**config.mk**
```make
export PLATFORM = sky130hd
export DESIGN_NAME = booth_mult_iter_flat
export DESIGN_NICKNAME = d
export VERILOG_FILES = /design/src/rtl/booth_mult_iter_pkg.sv /design/src/rtl/booth_mult_iter_if.sv /design/src/rtl/booth_mult_iter_cla_adder_w.sv /design/src/rtl/booth_mult_iter.sv /design/src/flat_wrapper.sv
export SDC_FILE = /design/constraint.sdc
export NUM_CORES = 1
export LEC_CHECK = 0
export BUFFER_PORTS_ARGS = -buffer_cell sky130_fd_sc_hd__buf_4
export CORE_MARGIN = 4
export CORE_UTILIZATION = 35
export DETAILED_ROUTE_END_ITERATION = 6
export HOLD_SLACK_MARGIN = 0.12
export PLACE_DENSITY = 0.62
export SLEW_MARGIN = 25
export SYNTH_ARGS = -nofsm -noshare
export SYNTH_HDL_FRONTEND = slang
export SYNTH_SLANG_ARGS = --single-unit
```
**constraint.sdc**
```tcl
create_clock -name clock -period 4.6 [get_ports clock]
set_input_delay 0.46 -clock clock [delete_from_list [all_inputs] [get_ports clock]]
set_output_delay 0.46 -clock clock [all_outputs]
set_load 0.02 [all_outputs]
```
**src/rtl/booth_mult_iter_pkg.sv**
```systemverilog
// Shared definitions for the iterative Booth multiplier.
// Latency: n/a (types only).
// Backpressure: n/a.
package booth_mult_iter_pkg;

  // Control FSM encoding: one pass is IDLE -> RUN (WIDTH steps) -> DONE -> IDLE.
  typedef enum logic [1:0] {
    ST_IDLE = 2'b00,
    ST_RUN  = 2'b01,
    ST_DONE = 2'b10
  } state_e;

  // Booth select, formed as {L[0], q_m1}.
  typedef enum logic [1:0] {
    BOOTH_NOP0 = 2'b00,
    BOOTH_ADD  = 2'b01,
    BOOTH_SUB  = 2'b10,
    BOOTH_NOP1 = 2'b11
  } booth_sel_e;

endpackage

```
**src/rtl/booth_mult_iter_if.sv**
```systemverilog
// Start/operand/result bundle between the multdiv control and the Booth multiplier.
// Latency: n/a (wires only).
// Backpressure: none; ctrl_MULT is a start pulse and data_resultRDY a one-cycle done pulse.
//   master: drives ctrl_MULT, data_operandA, data_operandB; reads the result group.
//   slave : the multiplier; drives data_result, data_exception, data_resultRDY.
interface booth_mult_iter_if #(
  parameter int WIDTH = 32
);
  logic             ctrl_MULT;
  logic [WIDTH-1:0] data_operandA;
  logic [WIDTH-1:0] data_operandB;
  logic [WIDTH-1:0] data_result;
  logic             data_exception;
  logic             data_resultRDY;

  modport master (
    output ctrl_MULT, data_operandA, data_operandB,
    input  data_result, data_exception, data_resultRDY
  );

  modport slave (
    input  ctrl_MULT, data_operandA, data_operandB,
    output data_result, data_exception, data_resultRDY
  );
endinterface

```
**src/rtl/booth_mult_iter_cla_adder_w.sv**
```systemverilog
// WIDTH-bit two-level carry-lookahead adder: 8-bit CLA groups plus lookahead on group G/P.
// Latency: combinational.
// Backpressure: none.
//   a, b, cin -> sum (WIDTH bits), cout (carry out of bit WIDTH-1).
module cla_adder_w #(
  parameter int WIDTH = 32
) (
  input  logic [WIDTH-1:0] a,
  input  logic [WIDTH-1:0] b,
  input  logic             cin,
  output logic [WIDTH-1:0] sum,
  output logic             cout
);
  localparam int NG = WIDTH / 8;

  logic [WIDTH-1:0] g;
  logic [WIDTH-1:0] p;
  logic [WIDTH-1:0] c;
  logic [NG-1:0]    grp_g;
  logic [NG-1:0]    grp_p;
  logic [NG:0]      grp_c;

  assign g = a & b;
  assign p = a ^ b;

  // Group generate/propagate. Each accumulation walks from the top bit down so that
  // gacc ends up as OR_j g[j] & p[j+1..7], the group carry-out with zero carry-in.
  always_comb begin
    logic gacc;
    logic pacc;
    gacc  = 1'b0;
    pacc  = 1'b1;
    grp_g = '0;
    grp_p = '0;
    for (int k = 0; k < NG; k++) begin
      gacc = 1'b0;
      pacc = 1'b1;
      for (int j = 7; j >= 0; j--) begin
        gacc = gacc | (pacc & g[8*k+j]);
        pacc = pacc & p[8*k+j];
      end
      grp_g[k] = gacc;
      grp_p[k] = pacc;
    end
  end

  // Second level: carry into group k expanded directly from group G/P and cin.
  always_comb begin
    logic gacc;
    logic pacc;
    gacc  = 1'b0;
    pacc  = 1'b1;
    grp_c = '0;
    for (int k = 0; k <= NG; k++) begin
      gacc = 1'b0;
      pacc = 1'b1;
      for (int j = k - 1; j >= 0; j--) begin
        gacc = gacc | (pacc & grp_g[j]);
        pacc = pacc & grp_p[j];
      end
      grp_c[k] = gacc | (pacc & cin);
    end
  end

  // First level: bit carries inside each group from that group's lookahead carry-in.
  always_comb begin
    logic gacc;
    logic pacc;
    gacc = 1'b0;
    pacc = 1'b1;
    c    = '0;
    for (int k = 0; k < NG; k++) begin
      for (int i = 0; i < 8; i++) begin
        gacc = 1'b0;
        pacc = 1'b1;
        for (int j = i - 1; j >= 0; j--) begin
          gacc = gacc | (pacc & g[8*k+j]);
          pacc = pacc & p[8*k+j];
        end
        c[8*k+i] = gacc | (pacc & grp_c[k]);
      end
    end
  end

  assign sum  = p ^ c;
  assign cout = grp_c[NG];

endmodule

```
**src/rtl/booth_mult_iter.sv**
```systemverilog
// Iterative radix-2 Booth signed multiplier, WIDTH x WIDTH -> low WIDTH bits + overflow flag.
// Latency: RDY pulses in the cycle after the (WIDTH+1)th edge following the start edge.
// Backpressure: none; a new ctrl_MULT aborts any operation in flight, reset aborts silently.
//   clock/reset : single clock, synchronous active-high reset.
//   bus (slave) : ctrl_MULT + operands in; data_result/data_exception/data_resultRDY out.
module booth_mult_iter
  import booth_mult_iter_pkg::*;
#(
  parameter int WIDTH = 32,
  parameter int CNT_W = 6
) (
  input  logic              clock,
  input  logic              reset,
  booth_mult_iter_if.slave  bus
);
  localparam logic [CNT_W-1:0] LAST_CNT = CNT_W'(WIDTH - 1);

  state_e             state_q, state_d;
  logic [CNT_W-1:0]   count_q, count_d, count_inc;
  logic [WIDTH-1:0]   m_q, m_d;
  logic [WIDTH:0]     u_q, u_d;
  logic [WIDTH-1:0]   l_q, l_d;
  logic               qm1_q, qm1_d;
  logic [WIDTH-1:0]   result_q, result_d;
  logic               exc_q, exc_d;
  logic               rdy_q, rdy_d;

  logic               start;
  logic               done_fire;
  booth_sel_e         booth_sel;
  logic [WIDTH-1:0]   add_b;
  logic               add_cin;
  logic [WIDTH-1:0]   add_sum;
  logic               add_cout;
  logic [WIDTH:0]     u_step;

  assign start     = bus.ctrl_MULT;
  assign booth_sel = booth_sel_e'({l_q[0], qm1_q});

  // ---------------- FSM: state register ----------------
  always_ff @(posedge clock) begin
    if (reset) state_q <= ST_IDLE;
    else       state_q <= state_d;
  end

  // ---------------- FSM: next state ----------------
  // A start in any state restarts the operation.
  always_comb begin
    state_d = state_q;
    if (start) begin
      state_d = ST_RUN;
    end else begin
      case (state_q)
        ST_IDLE: state_d = ST_IDLE;
        ST_RUN:  if (count_q == LAST_CNT) state_d = ST_DONE;
        ST_DONE: state_d = ST_IDLE;
        default: state_d = ST_IDLE;
      endcase
    end
  end

  // ---------------- FSM: outputs ----------------
  // Results are captured only when DONE completes without a competing restart, and
  // otherwise hold (they are deliberately not cleared on start).
  always_comb begin
    done_fire = (state_q == ST_DONE) && !start;
    rdy_d     = done_fire;
    result_d  = result_q;
    exc_d     = exc_q;
    if (done_fire) begin
      result_d = l_q;
      exc_d    = (u_q[WIDTH-1:0] != {WIDTH{l_q[WIDTH-1]}});
    end
  end

  // ---------------- Booth step datapath ----------------
  // Subtract is U + ~M + 1 through the same adder.
  always_comb begin
    add_b   = m_q;
    add_cin = 1'b0;
    if (booth_sel == BOOTH_SUB) begin
      add_b   = ~m_q;
      add_cin = 1'b1;
    end
  end

  cla_adder_w #(.WIDTH(WIDTH)) u_adder (
    .a    (u_q[WIDTH-1:0]),
    .b    (add_b),
    .cin  (add_cin),
    .sum  (add_sum),
    .cout (add_cout)
  );

  // Guard bit is the true sign of the (WIDTH+1)-bit sum: the sign-extended operand
  // bits XOR the carry out of the WIDTH-bit adder. Needed for M = MIN, where U can
  // reach +2**(WIDTH-1) before the shift.
  always_comb begin
    u_step = u_q;
    if ((booth_sel == BOOTH_ADD) || (booth_sel == BOOTH_SUB)) begin
      u_step = {u_q[WIDTH] ^ add_b[WIDTH-1] ^ add_cout, add_sum};
    end
  end

  // Ripple incrementer for the step counter, kept out of the arithmetic path.
  always_comb begin
    logic carry;
    carry     = 1'b1;
    count_inc = '0;
    for (int i = 0; i < CNT_W; i++) begin
      count_inc[i] = count_q[i] ^ carry;
      carry        = carry & count_q[i];
    end
  end

  always_comb begin
    m_d     = m_q;
    u_d     = u_q;
    l_d     = l_q;
    qm1_d   = qm1_q;
    count_d = count_q;
    if (start) begin
      m_d     = bus.data_operandA;
      l_d     = bus.data_operandB;
      u_d     = '0;
      qm1_d   = 1'b0;
      count_d = '0;
    end else if (state_q == ST_RUN) begin
      // Arithmetic shift right of {U, L, q_m1}, U's guard bit replicated.
      u_d     = {u_step[WIDTH], u_step[WIDTH:1]};
      l_d     = {u_step[0], l_q[WIDTH-1:1]};
      qm1_d   = l_q[0];
      count_d = count_inc;
    end
  end

  always_ff @(posedge clock) begin
    if (reset) begin
      m_q      <= '0;
      u_q      <= '0;
      l_q      <= '0;
      qm1_q    <= 1'b0;
      count_q  <= '0;
      result_q <= '0;
      exc_q    <= 1'b0;
      rdy_q    <= 1'b0;
    end else begin
      m_q      <= m_d;
      u_q      <= u_d;
      l_q      <= l_d;
      qm1_q    <= qm1_d;
      count_q  <= count_d;
      result_q <= result_d;
      exc_q    <= exc_d;
      rdy_q    <= rdy_d;
    end
  end

  assign bus.data_result    = result_q;
  assign bus.data_exception = exc_q;
  assign bus.data_resultRDY = rdy_q;

endmodule

```
**src/flat_wrapper.sv**
```systemverilog
// flat-port wrapper written by rule: the top's interface ports become plain ports
module booth_mult_iter_flat import booth_mult_iter_pkg::*;
#(
  parameter int WIDTH = 32,
  parameter int CNT_W = 6
)
  (clock, reset, bus_ctrl_MULT, bus_data_operandA, bus_data_operandB, bus_data_result, bus_data_exception, bus_data_resultRDY);
  booth_mult_iter_if #(.WIDTH(WIDTH)) bus_i ();
  input  logic clock;
  input  logic reset;
  input wire logic [$bits(bus_i.ctrl_MULT)-1:0] bus_ctrl_MULT;
  input wire logic [$bits(bus_i.data_operandA)-1:0] bus_data_operandA;
  input wire logic [$bits(bus_i.data_operandB)-1:0] bus_data_operandB;
  output wire logic [$bits(bus_i.data_result)-1:0] bus_data_result;
  output wire logic [$bits(bus_i.data_exception)-1:0] bus_data_exception;
  output wire logic [$bits(bus_i.data_resultRDY)-1:0] bus_data_resultRDY;
  assign bus_i.ctrl_MULT = bus_ctrl_MULT;
  assign bus_i.data_operandA = bus_data_operandA;
  assign bus_i.data_operandB = bus_data_operandB;
  assign bus_data_result = bus_i.data_result;
  assign bus_data_exception = bus_i.data_exception;
  assign bus_data_resultRDY = bus_i.data_resultRDY;
  booth_mult_iter #(.WIDTH(WIDTH), .CNT_W(CNT_W)) u_core (.clock(clock), .reset(reset), .bus(bus_i));
endmodule
```
; ---- Word-level counts from Yosys, hierarchy flattened
; Cells that the tools add are included.
; Widths: inputs -> output; s select.
[word_totals]
ff_bits = 139
output_inout_bits = 34
[classes]
reduce_logical = 6
n_eq_ne = 7
muxes = 8
bitwise = 435
[op_table]
columns = cell, count
row1 = $and 1x1->1, 272
row2 = $or 1x1->1, 150
row3 = $mux 32, 3
row4 = $xor 32x32->32, 2
row5 = $mux 33, 1
row6 = $and 32x32->32, 1
row7 = $ne 32x32->1, 1
row8 = $not 32->32, 1
row9 = $xor 1x1->1, 7
row10 = $eq 6x5->1 const B, 1
row11 = $eq 2x1->1 const B, 2
row12 = $eq 2x2->1 const B, 2
row13 = $mux 1, 4
row14 = $ne 3x2->1 const B, 1
row15 = $reduce_or 3->1, 1
row16 = $not 1->1, 2
row17 = $reduce_bool 2->1, 1
row18 = $reduce_or 2->1, 1
row19 = $logic_and 1x1->1, 1
row20 = $logic_not 1->1, 1
row21 = $logic_or 1x1->1, 1

; ---- Longest topological paths before layout
; Gate-level depths: netlist (run 1).
[logic_depth]
depth_word = 21
mapped_depth = 16
ltp_nobuf = 14

; ---- Modules after synthesis
; Synthesis (run 1) repeated with hierarchy kept, for this count alone.
[hier_totals]
hier_cells = 876
area_unflattened_um2 = 7394.6
[by_module_without_submodules]
columns = module, area_per_inst_um2, n_inst, cells_each, seq_area_each_um2
row1 = booth_mult_iter, 5924.4, 1, 686, 2782.7
row2 = cla_adder_w, 1470.2, 1, 190, 0.0

; ---- Worst setup path after synthesis (run 1)
; Ideal clock, no wire load.
[synth_timing]
kind = register -> register
from = register u_core.l_q[0]
to = register u_core.u_q[24]
path_stages_with_launch = 16
t_required_ns = 4.530
arrival_ns = 3.497
path_slack_ns = 1.032
path_cell_list = dfxtp_1 -> ha_1 -> buf_6 -> clkbuf_1 -> xor2_1 -> ha_1 -> a21o_1 -> a221oi_1 -> o22ai_1 -> nor4_1 -> nor2_1 -> fa_1 -> xnor2_1 -> o21ai_0 -> nand2_1 -> a21oi_1
[synth_between]
elab_chain_cells = 19
elab_cells_between_ends = 82
classes_between = eq/ne: 2 / mux: 3 / bitwise: 76 / reduce/logical: 1
[synth_lines]
columns = element, line_no
row1 = "start, declared", booth_mult_iter.sv:22  ; logic [WIDTH-1:0] l_q, l_d;
row2 = "start signal, assigned", booth_mult_iter.sv:150  ; l_q <= l_d;
row3 = $eq 2x2->1, "booth_mult_iter.sv:81, booth_mult_iter.sv:100"
row4 = $mux 32, booth_mult_iter.sv:81  ; if (booth_sel == BOOTH_SUB) begin
row5 = $xor 32x32->32 / $and 32x32->32 (equally long branches), "booth_mult_iter_cla_adder_w.sv:24, booth_mult_iter_cla_adder_w.sv:23"
row6 = $and 1x1->1 (on tied branches), "booth_mult_iter_cla_adder_w.sv:39, booth_mult_iter_cla_adder_w.sv:40"
row7 = $or 1x1->1 (tied with other cells) (5 in a row), booth_mult_iter_cla_adder_w.sv:39  ; gacc = gacc | (pacc & g[8*k+j]);
row8 = $or 1x1->1 / $and 1x1->1 (equally long branches), booth_mult_iter_cla_adder_w.sv:39
row9 = $or 1x1->1, booth_mult_iter_cla_adder_w.sv:39
row10 = $and 1x1->1, booth_mult_iter_cla_adder_w.sv:58  ; gacc = gacc | (pacc & grp_g[j]);
row11 = $or 1x1->1 (2 in a row), booth_mult_iter_cla_adder_w.sv:58
row12 = $or 1x1->1, booth_mult_iter_cla_adder_w.sv:61  ; grp_c[k] = gacc | (pacc & cin);
row13 = $and 1x1->1, booth_mult_iter_cla_adder_w.sv:80  ; c[8*k+i] = gacc | (pacc & grp_c[k]);
row14 = $or 1x1->1, booth_mult_iter_cla_adder_w.sv:80
row15 = $xor 32x32->32, booth_mult_iter_cla_adder_w.sv:85  ; assign sum = p ^ c;
row16 = $mux 33 *, booth_mult_iter.sv:100  ; if ((booth_sel == BOOTH_ADD) || (booth_sel == BOOTH_SUB)) begin
row17 = "end signal, assigned", booth_mult_iter.sv:149  ; u_q <= u_d;
row18 = "end, declared", booth_mult_iter.sv:21  ; logic [WIDTH:0] u_q, u_d;
; Mark *: on every way between the ends. The rest lies on a longest branch, timed or not.
; A chain may end at the register's enable or synchronous reset.

; ---- Worst setup path in the final report (run 1)
; Ends and elaborated chain as after synthesis.

==> results of run 1 <==
[stage by stage]
stage               worst slack [ns]  util (%)  instances  cell area [um2]
floorplan                       1.03         -        895             7190
global placement               0.761      40.2       1217             8140
detailed placement             0.738      40.2       1217             8140
CTS                            0.693      43.1       1249             8710
global route                   0.293      43.1       1249             8720
finish                         0.679      43.1       1249             8720
[synthesized netlist by cell type (2+ instances only)]
cell and n:
o21a_1 5, a21o_1 8, a31oi_1 8, and4_1 3
o211a_1 6, nand3b_1 7, dfxtp_1 139, a21oi_1 135
o21ai_0 27, ha_1 37, mux2i_1 40, nor3_1 11
o211ai_1 14, xor2_1 46, nor2b_1 4, inv_1 8
nand2_1 166, nand4_1 5, xnor2_1 14, nor4_1 7
nand3_1 7, o21bai_1 4, a211oi_1 9, o41a_1 2
o22ai_1 2, fa_1 3, clkbuf_1 51, nor2_1 95
and3_1 4, nand2b_1 2, buf_1 6, and2_1 3
or3_1 2
[layout make-up]
type	count	area, um2
inverters	8	30.0
repair buffers	110	830
multi-input cells	690	4160
well taps	270	338
fillers	2033	11500
clock buffers	19	433
clock inverters	13	144
flip-flops and latches	139	2780
[registers in the layout (all words and copies together), names as in the netlist]
signal                     cells
u_core.count_q                 6
u_core.bus.data_result        32
u_core.bus.data_resultRDY      1
u_core.l_q                    32
u_core.m_q                    32
u_core.bus.data_exception      1
u_core.qm1_q                   1
u_core.u_q                    32
u_core.state_q                 2
[worst register-to-register path, stage by stage (launching register included)]
cell and delay, ns:
dfxtp_1 0.39, ha_2 0.57, xor2_1 0.18, ha_1 0.37
and3_1 0.20, a221oi_1 0.39, o22ai_1 0.23, nor4_1 0.49
nor2_1 0.13, fa_1 0.42, xnor2_1 0.14, o21ai_0 0.15
nand2_1 0.07, a21oi_1 0.14
[per-layer routing]
| layer | part of all wire (%) | global-route usage [%] | routed length, um | vias up |
|---|---|---|---|---|
| li1 | - | - | - | 3239 |
| met1 | 48 | 21.4 | 8400 | 2846 |
| met2 | 45 | 24.2 | 7900 | 134 |
| met3 | 5.7 | 3.68 | 993 | 12 |
| met4 | 0.96 | 4.49 | 168 | 0 |
| met5 | 0 | 0 | 0 | - |
[cell families (layout without fill, tap and decap cells)]
group,count (synthesis),in the layout,share of synthesized area [%]
compound gates,230,230,18.8
fa+ha+maj,40,40,7.28
simple gates,320,320,18.8
xor+xnor,60,60,7.31
buf+inv,66,150,3.55
flops,139,139,38.7
mux,40,40,5.57
[cells in the final DEF, fill, tap and decap left out, types with 2 or more instances in the layout]
master,count
a21oi_1,135
o211ai_1,14
o21bai_1,4
o211a_1,6
mux2i_1,40
o21ai_0,27
fa_1,3
nor2_1,95
nor2b_1,3
o21a_1,5
nor3_1,11
o22ai_1,2
nand4_1,5
clkbuf_1,2
inv_1,8
nand3b_1,7
xnor2_1,14
clkinv_4,2
and3_1,4
bufinv_16,2
xor2_1,46
a211oi_1,9
o41a_1,2
clkinv_2,2
ha_1,36
buf_4,109
clkinvlp_4,4
dfxtp_1,139
nor4_1,7
a21o_1,8
and4_1,3
a31oi_1,8
or3_1,2
clkbuf_16,17
and2_1,3
inv_6,3
nand3_1,7
nand2_1,166
[worst max-delay path by stage]
stage                  start        endpoint  slack [ns]  depth (start not counted)
3_5_place_dp   u_core.l_q[0]  u_core.u_q[24]        0.74                         13
5_1_grt        u_core.l_q[0]  u_core.u_q[24]        0.29                         14
2_1_floorplan  u_core.l_q[0]  u_core.u_q[24]        1.03                         15
3_3_place_gp   u_core.l_q[0]  u_core.u_q[24]        0.76                         13
4_1_cts        u_core.l_q[0]  u_core.u_q[24]        0.69                         13
6_report       u_core.l_q[0]  u_core.u_q[24]        0.68                         13
[power groups by stage]
stage	registers, uW	clock network [uW]	logic, uW
floorplan	1300	0	298
global placement	1320	0	399
detailed placement	1320	0	404
CTS	1290	1380	407
global route	1300	1440	457
finish	1290	1350	404
==> results.sh, run 1 <==
export IMPL_status="finished, final reports clean"
export IMPL_cts_buffer_depth=2
export IMPL_cts_hold_buf=0
export IMPL_grt_remaining_overflow=0
export IMPL_root_buffer="clkbuf_16"
export IMPL_cts_tree="built"
export IMPL_vdd_ir_drop_max_uv=219
export IMPL_gp_congestion=0.869
export IMPL_drive_above_1_share_pct=15.1
export IMPL_critPathArrivalTime_ns=4.28
export IMPL_hpwl_um=11600
export IMPL_cp_end_kind="flop"
export IMPL_cts_resized=0
export IMPL_synth_edf_count=0
export IMPL_yosys_top_cells_area="dfxtp_1 (39%), a21oi_1 (9.4%), nand2_1 (8.7%)"
export IMPL_rsz0062_at_grt="no"
export IMPL_drt_first_pass_iters=5
export IMPL_r2r_end="u_core.u_q[24]"
export IMPL_synth_async_sr_flop_share_pct=0
export IMPL_wl_um=17500
export IMPL_timing_hold_ws_ns=0.271
export IMPL_die_h_um=151
export IMPL_ff2ff_path_depth=13
export IMPL_worst_path_buf_inv=0
export IMPL_cts_sinks=139
export IMPL_grt_max_degree=102
export IMPL_drt_iter0_drc=302
export IMPL_dieArea_um2=22900
export IMPL_postRouteAntennaNets=0
export IMPL_clk_latency_ns=0.43
export IMPL_worst_slew_pin_slew_ns=0.990
export IMPL_slew_violations=0
export IMPL_crit_slowest_cell="ha_2"
export IMPL_syn_to_final_growth_pct=21.3
export IMPL_htree_levels=4
export IMPL_p_int_uw=2230
export IMPL_setup_viol=0
export IMPL_syn_area_um2=7190
export IMPL_finalPower_uw=3040
export IMPL_row_count=52
export IMPL_yosysTopAreaCell="dfxtp_1"
export IMPL_crit_family="adder cells"
export IMPL_post_cts_buffers=0
export IMPL_clk_pin_slew_ns=0.06
export IMPL_grt_pass1_wl_um=28700
export IMPL_numCtsBuffers=17
export IMPL_synth_seq_cells=139
export IMPL_synth_top_area_share_pct=38.7
export IMPL_grt_pass1_vias=5792
export IMPL_diodes=0
export IMPL_ys_seq_area_share_pct=38.7
export IMPL_p_clk_share_pct=44.2
export IMPL_power_density_nw_per_um2=349
export IMPL_slowest_delay_ns=0.57
export IMPL_fmaxAchievable_mhz=255
export IMPL_startpoint_type="flop"
export IMPL_drc=0
export IMPL_fin_crit_sh_pct=85.2
export IMPL_critPathRequiredTime_ns=4.96
export IMPL_antenna_found_initial=0
export IMPL_vias=6231
export IMPL_numPortBuffers=100
export IMPL_max_slew_margin_pct=34.0
export IMPL_nets=1073
export IMPL_cap_violations=0
export IMPL_post_route_min_period_ns=3.92
export IMPL_core_um2=20200
export IMPL_io_pins=101
export IMPL_start_util_pct=35.5
export IMPL_p_comb_share_pct=13.3
export IMPL_seqPwrFrac_pct=42.5
export IMPL_synthCells=895
export IMPL_grt_usage_pct=15.5
export IMPL_yosysWarnings=0
export IMPL_ys_flop_type="dfxtp_1"
export IMPL_routedWlPerCell_um=14.0
export IMPL_hp_class="in2reg"
export IMPL_switching_share_pct=26.7
export IMPL_hold_viol_final=0
export IMPL_r2r_setup_slack_ns=0.68
export IMPL_holdPathStages=3
export IMPL_final_setup_tns_ns=0
export IMPL_min_delay_worst_endpoint="u_core.l_q[22]"
export IMPL_cp_cell_sequence="ha_2 > xor2_1 > ha_1 > and3_1 > a221oi_1 > o22ai_1 > nor4_1 > nor2_1 > fa_1 > xnor2_1 > o21ai_0 > nand2_1 > a21oi_1"
export IMPL_vias_per_cell=4.99
export IMPL_p_sw_uw=812
export IMPL_timing_rr_start="u_core.l_q[0]"
export IMPL_leakagePower_uw=0.00374
export IMPL_syn_avg_cell_area_um2=8.03
export IMPL_fin_worst_skew_ns=0.0112
export IMPL_min_from="bus_data_operandB[22]"
export IMPL_syn_num_nets=1002
export IMPL_path_class="reg2reg"
export IMPL_die_w_um=151
export IMPL_synth_distinct_cells=48
export IMPL_crit_fanout=19
Note: power is estimated with default switching activity, not from simulation.
==> run 2, diff against run 1 <==
CELL_PAD_IN_SITES_DETAIL_PLACEMENT = 1   (was not set)
CELL_PAD_IN_SITES_GLOBAL_PLACEMENT = 1   (was not set)
PLACE_DENSITY = 0.77   (was 0.62)
==> run 2 against run 1 <==
Clock skew shrank 0.0014 ns. Register-to-register slack gained 0.11 ns. Fmax grew 2.9%. Via count grew 2.4%. Critical path type unchanged. Routed wire length grew 11%.
==> results.sh, run 2 (synthesized netlist as in run 1, its figures left out) <==
export IMPL_crit_family="adder cells"
export IMPL_ff_latch_area_um2=2780
export IMPL_path_class="reg2reg"
export IMPL_cp_end_kind="flop"
export IMPL_critPathArrivalTime_ns=4.17
export IMPL_vias=6382
export IMPL_cp_cell_sequence="ha_4 > xor2_1 > ha_1 > and3_1 > a221oi_1 > o22ai_1 > nor4_1 > nor2_1 > fa_1 > xnor2_1 > o21ai_0 > nand2_1 > a21oi_1"
export IMPL_postRouteAntennaNets=0
export IMPL_drc=0
export IMPL_crit_slowest_cell="nor4_1"
export IMPL_grt_usage_pct=17.3
export IMPL_final_common_cell="nand2_1"
export IMPL_grt_remaining_overflow=0
export IMPL_cts_hold_buf=0
export IMPL_fin_crit_sh_pct=82.8
export IMPL_placed_area_um2=8170
export IMPL_clk_pin_slew_ns=0.06
export IMPL_grt_max_degree=62
export IMPL_grt_pass1_vias=6361
export IMPL_power_density_nw_per_um2=350
export IMPL_cts_resized=0
export IMPL_drt_iter0_drc=260
export IMPL_grt_pass1_wl_um=32000
export IMPL_htree_levels=4
export IMPL_die_w_um=151
export IMPL_dieArea_um2=22900
export IMPL_numCtsBuffers=17
export IMPL_leakagePower_uw=0.00378
export IMPL_post_cts_buffers=0
export IMPL_nets=1075
export IMPL_critPathRequiredTime_ns=4.96
export IMPL_slowest_delay_ns=0.51
export IMPL_hp_class="in2reg"
export IMPL_clk_latency_ns=0.42
export IMPL_cts_sinks=139
export IMPL_startpoint_type="flop"
export IMPL_fmaxAchievable_mhz=263
export IMPL_antenna_found_initial=0
export IMPL_finalPower_uw=3070
export IMPL_core_um2=20200
export IMPL_setup_viol=0
export IMPL_post_route_min_period_ns=3.81
export IMPL_vias_per_cell=5.10
export IMPL_gp_congestion=0.851
export IMPL_vdd_ir_drop_max_uv=258
export IMPL_cap_violations=0
export IMPL_numPortBuffers=100
export IMPL_worst_path_buf_inv=0
export IMPL_row_count=52
export IMPL_rsz0062_at_grt="no"
export IMPL_fin_area_um2=8770
export IMPL_dp_cells=1219
export IMPL_status="finished, final reports clean"
export IMPL_die_h_um=151
export IMPL_worst_slew_pin_slew_ns=0.933
export IMPL_drive_above_1_share_pct=15.5
export IMPL_root_buffer="clkbuf_16"
export IMPL_wl_um=19400
export IMPL_start_util_pct=35.5
export IMPL_drt_first_pass_iters=4
export IMPL_fin_cells=1251
export IMPL_syn_to_final_growth_pct=22.0
export IMPL_crit_fanout=18
export IMPL_hpwl_um=13300
export IMPL_mostFrequentLayoutCells="nand2_1 (166), dfxtp_1 (139), a21oi_1 (135)"
export IMPL_routedWlPerCell_um=15.5
export IMPL_diodes=0
export IMPL_fill_cells=2438
export IMPL_slew_violations=0
export IMPL_io_pins=101
export IMPL_fin_worst_skew_ns=0.00988
export IMPL_final_setup_tns_ns=0
export IMPL_hold_viol_final=0
export IMPL_cts_buffer_depth=2
export IMPL_max_slew_margin_pct=37.6
export IMPL_multi_input_area_um2=4170
export IMPL_cts_tree="built"
==> run 2: per-layer routing <==
layer	wire, um	GRT usage, %
met1	9140	23.1
met4	256	4.53
met5	0	0
met3	844	3.68
met2	9200	28.5
==> run 2: worst register-to-register path, delay by kind of cell (launching register included) <==
family	cells	cell delay, ns
and+or+nand+nor	4	0.94
DFF	1	0.42
AOI/OAI and AO/OA	4	0.95
xor gates and xnor gates	2	0.35
adders and majority gates	3	1.09
==> run 2: final timing paths <==
check / start / end / slack, ns / depth (start not counted)
worst max-delay path: u_core.l_q[0] / u_core.u_q[24] / 0.79 / 13
worst min-delay path: bus_data_operandB[3] / u_core.l_q[3] / 0.27 / 3
worst min register to register: u_core.bus.data_result[13] / u_core.bus.data_result[13] / 0.45 / 2
worst max register to register: u_core.l_q[0] / u_core.u_q[24] / 0.79 / 13
==> run 2: final cells by class <==
cell class / count / share of cell area [%]
Multi-Input combinational cell: 690 / 47.6
Inverter: 8 / 0.343
Clock buffer: 19 / 5.17
Timing Repair Buffer: 112 / 9.82
Sequential cell: 139 / 31.7
Tap cell: 270 / 3.85
Clock inverter: 13 / 1.50
==> run 2: report_power, final <==
| group | internal [uW] | switching, uW | total [uW] |
|---|---|---|---|
| Combinational | 184 | 237 | 421 |
| Sequential | 1250 | 43.7 | 1290 |
| Clock | 786 | 572 | 1360 |
==> run 2: stage by stage <==
| stage | hold slack [ns] | worst slack (ns) | utilization [%] |
|---|---|---|---|
| 5_1_grt | 0.262 | 0.520 | 43.3 |
| 4_1_cts | 0.252 | 0.551 | 43.3 |
| 3_3_place_gp | 0.445 | 0.769 | 40.3 |
| 2_1_floorplan | 0.436 | 1.03 | - |
| 3_5_place_dp | 0.447 | 0.621 | 40.4 |
| 6_report | 0.268 | 0.791 | 43.3 |
